--- config.mk ---
export PLATFORM = sky130hd
export DESIGN_NAME = ps2_key_decoder
export DESIGN_NICKNAME = d
export VERILOG_FILES = /design/src/rtl/ps2_key_decoder.sv
export SDC_FILE = /design/constraint.sdc
export NUM_CORES = 1
export LEC_CHECK = 0
export CAP_MARGIN = 10
export CORE_ASPECT_RATIO = 0.9
export CORE_MARGIN = 3
export CORE_UTILIZATION = 60
export CTS_CLUSTER_SIZE = 28
export DETAILED_ROUTE_END_ITERATION = 12
export DONT_BUFFER_PORTS = 1
export PLACE_DENSITY = 0.79
export SLEW_MARGIN = 25
export SYNTH_ARGS = -nofsm -noshare
export SYNTH_HDL_FRONTEND = slang
export SYNTH_SLANG_ARGS = --single-unit
--- constraint.sdc ---
create_clock -name i_clk -period 5.3 [get_ports i_clk]
set_clock_uncertainty 0.15 [all_clocks]
set_input_delay 0.53 -clock i_clk [delete_from_list [all_inputs] [get_ports i_clk]]
set_output_delay 0.53 -clock i_clk [all_outputs]
set_load 0.05 [all_outputs]
--- src/rtl/ps2_key_decoder.sv ---
// PS/2 scan-code decoder: folds E0/F0 prefixes into {ext,brk,code} events,
// tracks modifier and caps-lock state, and queues events in a small FIFO.
module ps2_key_decoder #(
  parameter int FIFO_DEPTH = 4
) (
  input  logic       i_clk,
  input  logic       i_rst,
  input  logic [7:0] i_byte_code,
  input  logic       i_update_key,
  input  logic       i_ack,
  input  logic       i_clr_ovf,
  output logic       o_valid,
  output logic [9:0] o_event,
  output logic       o_shift,
  output logic       o_ctrl,
  output logic       o_alt,
  output logic       o_caps,
  output logic       o_kbd_err,
  output logic       o_overflow
);

  localparam int AW = $clog2(FIFO_DEPTH);
  localparam int CW = AW + 1;

  typedef enum logic [1:0] {S_IDLE, S_EXT, S_BRK, S_EXT_BRK} state_t;

  state_t          state_q, state_d;
  logic [9:0]      mem_q [FIFO_DEPTH];
  logic [AW-1:0]   wr_ptr_q, wr_ptr_d, rd_ptr_q, rd_ptr_d;
  logic [CW-1:0]   count_q, count_d;
  logic [9:0]      head_q, head_d;
  logic            shift_q, shift_d, ctrl_q, ctrl_d, alt_q, alt_d;
  logic            caps_q, caps_d, held_q, held_d;
  logic            err_q, ovf_q, ovf_d;

  logic            is_e0, is_f0, is_err, is_ctl, push_req;
  logic            ext, brk, full, pop, do_push, drop;
  logic [9:0]      evt;

  always_comb begin
    is_e0    = (i_byte_code == 8'hE0);
    is_f0    = (i_byte_code == 8'hF0);
    is_err   = (i_byte_code == 8'h00) || (i_byte_code == 8'hFF);
    is_ctl   = (i_byte_code == 8'hAA) || (i_byte_code == 8'hFA) ||
               (i_byte_code == 8'hEE) || (i_byte_code == 8'hFE);
    push_req = i_update_key && !(is_e0 || is_f0 || is_err || is_ctl);
    ext      = (state_q == S_EXT) || (state_q == S_EXT_BRK);
    brk      = (state_q == S_BRK) || (state_q == S_EXT_BRK);
    evt      = {ext, brk, i_byte_code};
    full     = (count_q == CW'(FIFO_DEPTH));
    pop      = i_ack && (count_q != '0);
    // A full FIFO still accepts a push when the head leaves in the same cycle.
    do_push  = push_req && (!full || pop);
    drop     = push_req && full && !pop;
  end

  always_comb begin
    state_d = state_q;
    if (i_update_key) begin
      if (is_e0) begin
        if (state_q == S_IDLE)     state_d = S_EXT;
        else if (state_q == S_BRK) state_d = S_EXT_BRK;
      end else if (is_f0) begin
        if (state_q == S_IDLE)     state_d = S_BRK;
        else if (state_q == S_EXT) state_d = S_EXT_BRK;
      end else begin
        state_d = S_IDLE;
      end
    end
  end

  always_comb begin
    shift_d = shift_q;
    ctrl_d  = ctrl_q;
    alt_d   = alt_q;
    caps_d  = caps_q;
    held_d  = held_q;
    if (push_req) begin
      if (!ext && (i_byte_code == 8'h12 || i_byte_code == 8'h59)) shift_d = !brk;
      if (i_byte_code == 8'h14) ctrl_d = !brk;
      if (i_byte_code == 8'h11) alt_d  = !brk;
      // caps_held suppresses toggling on typematic repeats of the caps make.
      if (!ext && i_byte_code == 8'h58) begin
        if (brk) begin
          held_d = 1'b0;
        end else if (!held_q) begin
          caps_d = !caps_q;
          held_d = 1'b1;
        end
      end
    end
  end

  always_comb begin
    wr_ptr_d = do_push ? wr_ptr_q + 1'b1 : wr_ptr_q;
    rd_ptr_d = pop ? rd_ptr_q + 1'b1 : rd_ptr_q;
    count_d  = count_q + CW'(do_push) - CW'(pop);
    ovf_d    = drop ? 1'b1 : (i_clr_ovf ? 1'b0 : ovf_q);
    head_d   = head_q;
    // The next head is the entry being written when it lands at the new read slot.
    if (count_d != '0) begin
      head_d = (do_push && wr_ptr_q == rd_ptr_d) ? evt : mem_q[rd_ptr_d];
    end
  end

  always_ff @(posedge i_clk) begin
    if (do_push) mem_q[wr_ptr_q] <= evt;
  end

  always_ff @(posedge i_clk) begin
    if (i_rst) begin
      state_q  <= S_IDLE;
      wr_ptr_q <= '0;
      rd_ptr_q <= '0;
      count_q  <= '0;
      head_q   <= '0;
      shift_q  <= 1'b0;
      ctrl_q   <= 1'b0;
      alt_q    <= 1'b0;
      caps_q   <= 1'b0;
      held_q   <= 1'b0;
      err_q    <= 1'b0;
      ovf_q    <= 1'b0;
    end else begin
      state_q  <= state_d;
      wr_ptr_q <= wr_ptr_d;
      rd_ptr_q <= rd_ptr_d;
      count_q  <= count_d;
      head_q   <= head_d;
      shift_q  <= shift_d;
      ctrl_q   <= ctrl_d;
      alt_q    <= alt_d;
      caps_q   <= caps_d;
      held_q   <= held_d;
      err_q    <= i_update_key && is_err;
      ovf_q    <= ovf_d;
    end
  end

  assign o_valid    = (count_q != '0);
  assign o_event    = head_q;
  assign o_shift    = shift_q;
  assign o_ctrl     = ctrl_q;
  assign o_alt      = alt_q;
  assign o_caps     = caps_q;
  assign o_kbd_err  = err_q;
  assign o_overflow = ovf_q;

endmodule

==> Word level (Yosys, flattened, before mapping) <==
Memory sizes are Yosys's and may differ from the RTL's. A register that Yosys moved wholly into a read port is not among the register bits.
Cells that the tools add are included.
{ "totals": {"register_bits": 16, "ram_bits": 40, "output_inout_bits": 17, "n_memories": 1} }
{ "op_classes": {"n_addsub": 4, "n_eq_ne": 18, "n_mux": 12, "bitwise_logic": 2, "n_reduce_logical": 36} }
{ "memory_table": {"columns": ["name", "depth", "width", "rd", "rd_clocked_by_memory_dff", "wr", "line", "rtl"], "rows": [
  ["mem_q", 4, 10, 1, 1, 1, "28", "logic [9:0] mem_q [FIFO_DEPTH];"]
]} }
{ "op_table": {"columns": ["operator", "count"], "rows": [
  ["$eq A8 B8 Y1 const B", 7],
  ["$eq A8 B5 Y1 const B", 3],
  ["$eq A8 B7 Y1 const B", 2],
  ["$mux W2", 7],
  ["$logic_or A1 B1 Y1", 11],
  ["$logic_and A1 B1 Y1", 8],
  ["$logic_not A8 Y1", 1],
  ["$reduce_and A2 Y1", 4],
  ["$logic_not A1 Y1", 6],
  ["$reduce_bool A3 Y1", 2],
  ["$mux W1", 5],
  ["$add A2 B1 Y2 const B", 2],
  ["$eq A2 B2 Y1 const B", 2],
  ["$ne A4 B2 Y1 const B", 1],
  ["$reduce_and A4 Y1", 1],
  ["$add A3 B1 Y3", 1],
  ["$eq A3 B3 Y1 const B", 1],
  ["$ne A3 B1 Y1 const B", 1],
  ["$reduce_and A3 Y1", 1],
  ["$sub A3 B1 Y3", 1],
  ["$eq A2 B1 Y1 const B", 1],
  ["$logic_not A2 Y1", 1],
  ["$not A1 Y1", 2],
  ["$reduce_bool A2 Y1", 1]
]} }

==> Logic depth before layout (Yosys ltp) <==
Gate-level depths: netlist of run 1.
{ "logic_depth": {"depth_word": 11, "ltp_mapped": 18, "mapped_depth_nobuf": 15} }

==> Worst setup path before layout of run 1 <==
No wires, ideal clock.
{ "synth_timing": {"path_kind": "input-to-reg", "start": "input i_byte_code[2]", "end": "register head_q[1], in the netlist o_event[1] (read register of mem_q)", "setup_ns": 0.122, "t_arrival_ns": 3.753, "required_time_ns": 5.028, "path_slack_ns": 1.276, "stages": 18, "path_buffers": 3, "cell_sequence": "buf_6 > nor3_1 > or4b_1 > o311a_2 > and3b_1 > buf_6 > clkinv_8 > ha_1 > inv_1 > ha_1 > fa_1 > xnor2_1 > xnor2_1 > or3_1 > nand2b_1 > o21ba_2 > buf_6 > a221o_1"} }
{ "synth_via": {"elab_chain_cells": 11, "word_cells_on_any_way": 21} }
{ "synth_rtl": {"columns": ["element", "line", "rtl"], "rows": [
  ["start: declaration", "8", "input logic [7:0] i_byte_code,"],
  ["$eq A8 B8 Y1", "44", "is_ctl = (i_byte_code == 8'hAA) || (i_byte_code == 8'hFA) ||"],
  ["$logic_or A1 B1 Y1 (2 in a row)", "44", null],
  ["$logic_or A1 B1 Y1", "45", "(i_byte_code == 8'hEE) || (i_byte_code == 8'hFE);"],
  ["$logic_or A1 B1 Y1 *", "46", "push_req = i_update_key && !(is_e0 || is_f0 || is_err || is_ctl);"],
  ["$logic_not A1 Y1 *", "46", null],
  ["$logic_and A1 B1 Y1 *", "46", null],
  ["$logic_and A1 B1 Y1 *", "53", "do_push = push_req && (!full || pop);"],
  ["$add A3 B1 Y3 *", "97", "count_d = count_q + CW'(do_push) - CW'(pop);"],
  ["$sub A3 B1 Y3 *", "97", null],
  ["$reduce_bool A3 Y1 *", "101", "if (count_d != '0) begin"],
  ["end: declaration", "31", "logic [9:0] head_q, head_d;"]
]} }
Mark *: on every way between the ends. The rest lies on a longest branch, timed or not.
A chain may end at the register's enable or synchronous reset.

==> Final worst setup path of run 1 <==
{ "layout_timing": {"start": "input i_byte_code[4]", "end": "register head_q[6], in the netlist o_event[6] (read register of mem_q)"} }
Same word-level chain as after synthesis.

==> out/metrics.cfg, run 1 <==
[run_status]
status = completed

[route]
drt_iter0_drc = 221
route.detailed.drc = 0
ant_nets = 0
vias = 2181
via_per_inst = 6.231
routed_wl_microns = 6750
drt-pass1-iter-count = 4
wl_per_cell_microns = 19.29

[place]
port_buffers = 0
placed_cells = 334
gp_congestion = 0.8660
placed_cell_area_sq_um = 3228
dp_hpwl_microns = 4435

[critical_path]
crit_chain = nor3_1 > or4b_1 > o311a_2 > and3b_1 > clkinv_8 > ha_1 > inv_1 > ha_1 > fa_1 > xnor2_1 > xnor2_1 > or3_1 > nor2_1 > and2_1 > a221o_1
rr_worst_depth = 13
crit_type = in -> reg
required_ns = 5.43
arrival_ns = 3.98
endpoint_kind = flop
crit_slowest_cell = nor2_1
cp_max_fo = 11
start_kind = input pin
slowest_delay_ns = 0.49

[clocking]
h-tree-depth = 3
hold_buffers = 0
clk_latency_ns = 0.34
clk_pin_slew_ns = 0.07
post_cts_buffers = 0
clock_path_buffers = 2
cts.sinks = 66
ctsResizeCount = 0
cts_tree = built
clock-root-buffer = clkbuf_8
cts_buffers = 9

[yosys]
syn_avg_cell_area_sq_um = 11.24
async_flop_share_pct = 0
yosys_warnings = 0
synth.cell_area_sq_um = 3227
synth_nets = 307
synthFlopType = edfxtp_1
synth_cell_type_count = 51
ys_ff_latch = 66
syn_inst = 287
synth_edf_count = 40
synth_seq_area_share_pct = 53.35

[pwr]
power_density_nw_per_um2 = 538.5
peakVddDrop_mv = 0.4546
p_leak_uw = 0.001189

[sta]
setup_violations = 0
fin_crit_ns = 3.846
hold_violations = 0
fmax_ghz = 0.2600
hold_ws_ns = 0.09979
min_period_over_period_pct = 72.57
rsz0062_at_grt = false
relSlewSlack_pct = 33.25
worstMarginPinSlew_ns = 0.9999
fin_setup_tns_ns = 0
finalMaxSlewViolations = 0

[floorplan]
start_util_pct = 64.35
die_h_microns = 75.57
die_area_sq_um = 6295
core_area_sq_um = 5015
pin_count = 30
die_w_microns = 83.30
rows = 24

[grt]
track_usage_pct = 22.60
antenna_found_initial = 0
grt_pass1_vias = 2065
grt_max_degree = 41
grt.overflow.total = 0
grt_pass1_wl_microns = 10700

[layout]
postLayoutCellArea_sq_um = 3465
fin_cells = 350
final_common_cell = edfxtp_1
fill_cells = 374
nNetsFinal = 300
antenna_cells = 0
final_cell_mix = edfxtp_1 (40), dfxtp_1 (26), nor2_1 (22), nand2_1 (17), a21oi_1 (16)
drive_above_1_share_pct = 14.04
syn_to_final_growth_pct = 7.367

[hold_path]
hp-class = in -> reg
hold_depth = 1

[flow_run]
maxCapViolCount = 0

## per-layer routing
metal	track usage [%]	up-vias	share of wire, %
met2	36.12	81	48
li1	-	1063	-
met1	29.91	1032	43
met4	5.445	0	0.87
met5	0	-	0
met3	8.324	5	8.5
## critical path: cells and delay by family
| kind | cells | cell delay, ns |
|---|---|---|
| AOI/OAI and AO/OA | 2 | 0.29 |
| xor gates and xnor gates | 2 | 0.29 |
| adders and majority gates | 3 | 0.69 |
| buffers and inverters | 2 | 0.13 |
| and+or+nand+nor | 6 | 2.03 |
## synthesized netlist by cell type, types with 2 or more instances
cell type	n	area [sq um]
a21oi_1	16	80.08
a221o_1	10	100.1
and2_1	10	62.56
and2_2	5	37.54
buf_1	3	11.26
buf_6	3	33.78
clkbuf_1	14	52.55
dfxtp_1	26	520.5
edfxtp_1	40	1201
ha_1	6	75.07
inv_1	9	33.78
mux2_2	10	112.6
mux2i_1	2	20.02
nand2_1	17	63.81
nand2b_1	4	25.02
nand3_1	3	15.01
nand4b_1	2	17.52
nor2_1	22	82.58
nor2b_1	6	37.54
nor3_1	4	20.02
nor3b_1	2	15.01
nor4b_1	2	17.52
o21a_1	10	75.07
o221ai_1	10	87.58
o22ai_1	10	62.56
o31ai_1	11	82.58
or3_1	2	12.51
xnor2_1	5	43.79
## state kept, by name, summed over array words and instances (netlist names), 2 cells and up
name      flops
mem_q        40
o_event      10
count_q       3
rd_ptr_q      2
state_q       2
wr_ptr_q      2
## cells by family after synthesis
kind of cell / count (synthesis) / share of synthesized area, %
xor+xnor: 6 / 1.629
compound gates: 79 / 18.65
buf+inv: 31 / 4.730
mux: 12 / 4.110
flops: 66 / 53.35
simple gates: 86 / 14.58
fa+ha+maj: 7 / 2.947
## layout make-up
class	count	area [sq um]	share of cell area (%)
well taps	65	81.33	2.347
inverters	10	50.05	1.445
multi-input cells	190	1353	39.04
repair buffers	3	22.52	0.6501
flip-flops and latches	66	1722	49.69
clock buffers	10	148.9	4.298
clock inverters	6	87.58	2.528
## final timing paths
| path | endpoint | slack (ns) | from |
|---|---|---|---|
| worst max-delay path | o_event[6]$_SDFFE_PP0P_ | 1.45 | i_byte_code[4] |
| worst min-delay path | o_caps$_SDFFE_PP0P_ | 0.1 | i_rst |
| worst max register to register | o_event[6]$_SDFFE_PP0P_ | 1.61 | count_q[0]$_SDFF_PP0_ |
| worst min register to register | wr_ptr_q[1]$_SDFFE_PP0P_ | 0.39 | wr_ptr_q[1]$_SDFFE_PP0P_ |
## power by group
part           leakage (uW)  switching [uW]  internal (uW)
registers          0.000585             149            618
logic              0.000483             356            255
clock network      0.000121             194            293
## per-stage QoR
step,util [%],setup WS [ns],power (uW)
after floorplan,-,1.276,1264
after global placement,64.37,1.273,1362
after detailed placement,64.37,1.184,1383
after CTS,69.09,1.494,1873
after global routing,69.09,1.248,1966
final,69.09,1.454,1866
No activity file was read; power rests on OpenSTA's default activity.
==> inputs of run 2 (changes only) <==
--- a/config.mk
+++ b/config.mk
@@ -5,6 +5,7 @@
 export SDC_FILE = /design/constraint.sdc
 export NUM_CORES = 1
 export LEC_CHECK = 0
+export ABC_AREA = 1
 export CAP_MARGIN = 10
 export CORE_ASPECT_RATIO = 0.9
 export CORE_MARGIN = 3
==> constraint.sdc (replaced) <==
create_clock -name i_clk -period 3.74 [get_ports i_clk]
set_clock_uncertainty 0.15 [all_clocks]
set_input_delay 0.374 -clock i_clk [delete_from_list [all_inputs] [get_ports i_clk]]
set_output_delay 0.374 -clock i_clk [all_outputs]
set_load 0.05 [all_outputs]
==> run 2 against run 1 <==
Total power grew 46%. Critical path depth is 3 higher. Routed wire length increased by 5.3%. Synthesized cell count increased by 39%. Sequential power rose by 42%. Non-clock buffer count increased by 9. Combinational power is 73% higher. Area after synthesis up 2.4%. Critical path type is now reg -> reg.
==> out/metrics.cfg, run 2 <==
[route]
wl_met3_microns = 516
drt-pass1-iter-count = 4
wl_met2_microns = 3620
via_per_inst = 5.458
drt_iter0_drc = 227
top_layer = met4
routed_wl_microns = 7106
route.detailed.drc = 0
vias = 2609
wl_per_cell_microns = 14.87
wl_met1_microns = 2874
ant_nets = 0

[sta]
relSlewSlack_pct = 32.49
worstMarginPinSlew_ns = 1.009
setup_violations = 0
rsz0062_at_grt = false
fin_crit_ns = 3.137
hold_ws_ns = 0.02147
min_period_over_period_pct = 83.88
fmax_ghz = 0.3188
hold_violations = 0
finalMaxSlewViolations = 0
fin_setup_tns_ns = 0

[yosys]
synth-compound-area-share_pct = 5.299
synth_top_family_by_area = simple AND/OR/NAND/NOR gates
synthAdderAreaFrac_pct = 2.877
synth_top_area_cell = edfxtp_1
synth_cell_type_count = 31
synth_edf_count = 40
syn_inst = 399
ys_ff_latch = 66
synthFlopType = edfxtp_1
synth_mux_area_share_pct = 0
synth-xor-area-share_pct = 0.5299
synth_seq_area_share_pct = 52.08
synth_nets = 419
synth.cell_area_sq_um = 3306
syn_avg_cell_area_sq_um = 8.285
yosys_warnings = 0
synth_top_area_share_pct = 36.34
ys_top_cells_by_area = edfxtp_1 (36%), dfxtp_1 (16%), nand2_1 (12%)
async_flop_share_pct = 0
synth_top_cells_by_count = nand2_1 (108), nor2_1 (51), inv_1 (49), edfxtp_1 (40), nand3_1 (38)
yosys.area_share.simple_pct = 30.96
yosysMostFrequentCell = nand2_1

[pwr]
power_density_nw_per_um2 = 752.6
peakVddDrop_mv = 0.5470
p_leak_uw = 0.001624

[hold_path]
hp-class = in -> reg

[floorplan]
rows = 24
die_area_sq_um = 6437
start_util_pct = 65.14
core_area_sq_um = 5075
die_w_microns = 84.24
pin_count = 30
die_h_microns = 76.42

[critical_path]
endpoint_kind = flop
arrival_ns = 3.28
path_buf_inv = 4
crit_type = reg -> reg
crit_slowest_cell = dfxtp_1
crit_chain = nor2_4 > nand2_4 > nand2_4 > nand3_1 > nand3_2 > ha_1 > inv_1 > ha_1 > fa_1 > xnor2_1 > xor2_1 > inv_1 > nand3_1 > buf_4 > nor2_1 > nor2_1 > nand2_1 > inv_1
cp_max_fo = 20
slowest_delay_ns = 0.42
start_kind = flop
required_ns = 3.88
crit_family = simple AND/OR/NAND/NOR gates
crit_top_cell = inv_1

[layout]
final_common_cell = nand2_1
largest_reg_flops = 40
antenna_cells = 0
fin_util_pct = 71.20
drive_above_1_share_pct = 9.201
top_register = mem_q
syn_to_final_growth_pct = 9.311
final_cell_mix = nand2_1 (108), nor2_1 (51), inv_1 (49), edfxtp_1 (40), nand3_1 (38)
nNetsFinal = 428
fill_cells = 412

[clocking]
cts.sinks = 66
h-tree-depth = 3
clock-root-buffer = clkbuf_8
cts_buffers = 9
clk_pin_slew_ns = 0.07
clk_latency_ns = 0.34
cts_tree = built
clock_path_buffers = 2
post_cts_buffers = 0

[place]
gp_congestion = 0.8894
port_buffers = 0
dp_hpwl_microns = 4754

[grt]
grt_max_degree = 27
grt_pass1_vias = 2546
grt.overflow.total = 0
antenna_found_initial = 0
track_usage_pct = 24.19
grt_pass1_wl_microns = 12120

[flow_run]
maxCapViolCount = 0

[run_status]
status = completed

## run 2: cell count changes in the layout (fill, tap and decap cells not counted), sizes merged, moves of 9 or more
cell	previous run	this run
mux2	10	0
o22ai	10	1
dlygate4sd3	0	9
a221o	10	0
nand2	17	119
o31ai	12	0
o21a	10	0
o221ai	10	0
nor2	22	55
inv	9	52
o21ai	1	22
nand3	3	41
and2	15	0
## run 2: worst register-to-register path, cell delays in order (launching register included)
cell and delay, ns:
dfxtp_1 0.42, nor2_4 0.06, nand2_4 0.19, nand2_4 0.10
nand3_1 0.14, nand3_2 0.10, ha_1 0.30, inv_1 0.04
ha_1 0.19, fa_1 0.38, xnor2_1 0.17, xor2_1 0.16
inv_1 0.07, nand3_1 0.10, buf_4 0.24, nor2_1 0.07
nor2_1 0.10, nand2_1 0.07, inv_1 0.05
## run 2: cells by family (layout without fill, tap and decap cells)
kind of cell	after synthesis	after routing
simple gates	224	224
flops	66	66
buf+inv	66	80
compound gates	34	34
fa+ha+maj	7	7
xor+xnor	2	2
## run 2: worst paths after layout
| path | from | to | slack [ns] | depth (start not counted) |
|---|---|---|---|---|
| worst max-delay path | count_q[1]$_SDFF_PP0_ | o_event[2]$_SDFFE_PP0P_ | 0.60 | 18 |
| worst min-delay path | i_rst | o_event[1]$_SDFFE_PP0P_ | 0.02 | 3 |
| worst max register to register | count_q[1]$_SDFF_PP0_ | o_event[2]$_SDFFE_PP0P_ | 0.60 | 18 |
| worst min register to register | held_q$_SDFFE_PP0P_ | held_q$_SDFFE_PP0P_ | 0.32 | 2 |
## run 2: cell type report
type | instances | area (sq um) | share of cell area [%]
Tap cell | 65 | 81.33 | 2.251
Sequential cell | 66 | 1722 | 47.65
Inverter | 52 | 195.2 | 5.402
Multi-Input combinational cell | 267 | 1311 | 36.29
Timing Repair Buffer | 12 | 112.6 | 3.116
Clock buffer | 13 | 170.2 | 4.709
Clock inverter | 3 | 21.27 | 0.5886
## run 2: where the power goes
part | switching [uW] | total, uW | internal (uW) | leakage [uW]
registers | 206 | 1090 | 889 | 0.000582
logic | 722 | 1060 | 339 | 0.000947
clock network | 264 | 563 | 300 | 0.0000948
## run 2: repair_timing
| item | 4_1_cts | 5_1_grt |
|---|---|---|
| hold buffers | 9 | 0 |
| gates resized for setup | 0 | 0 |
| hold endpoints to repair | 43 | 0 |
## run 2: per-layer routing
| layer | up-vias | track usage [%] |
|---|---|---|
| met3 | 11 | 6.595 |
| met4 | 0 | 9.164 |
| met5 | - | 0 |
| met1 | 1217 | 31.05 |
| li1 | 1297 | - |
| met2 | 84 | 38.96 |
## run 2: per-stage QoR
step           area (sq um)  setup slack (ns)  total power [uW]  std cells
6_report               3613            0.6029              2720        478
5_1_grt                3613            0.3666              2932        478
4_1_cts                3613            0.6099              2735        478
3_5_place_dp           3332            0.6326              2155        453
3_3_place_gp           3332            0.7723              2115        453
2_1_floorplan          3306            0.7829              1959        399
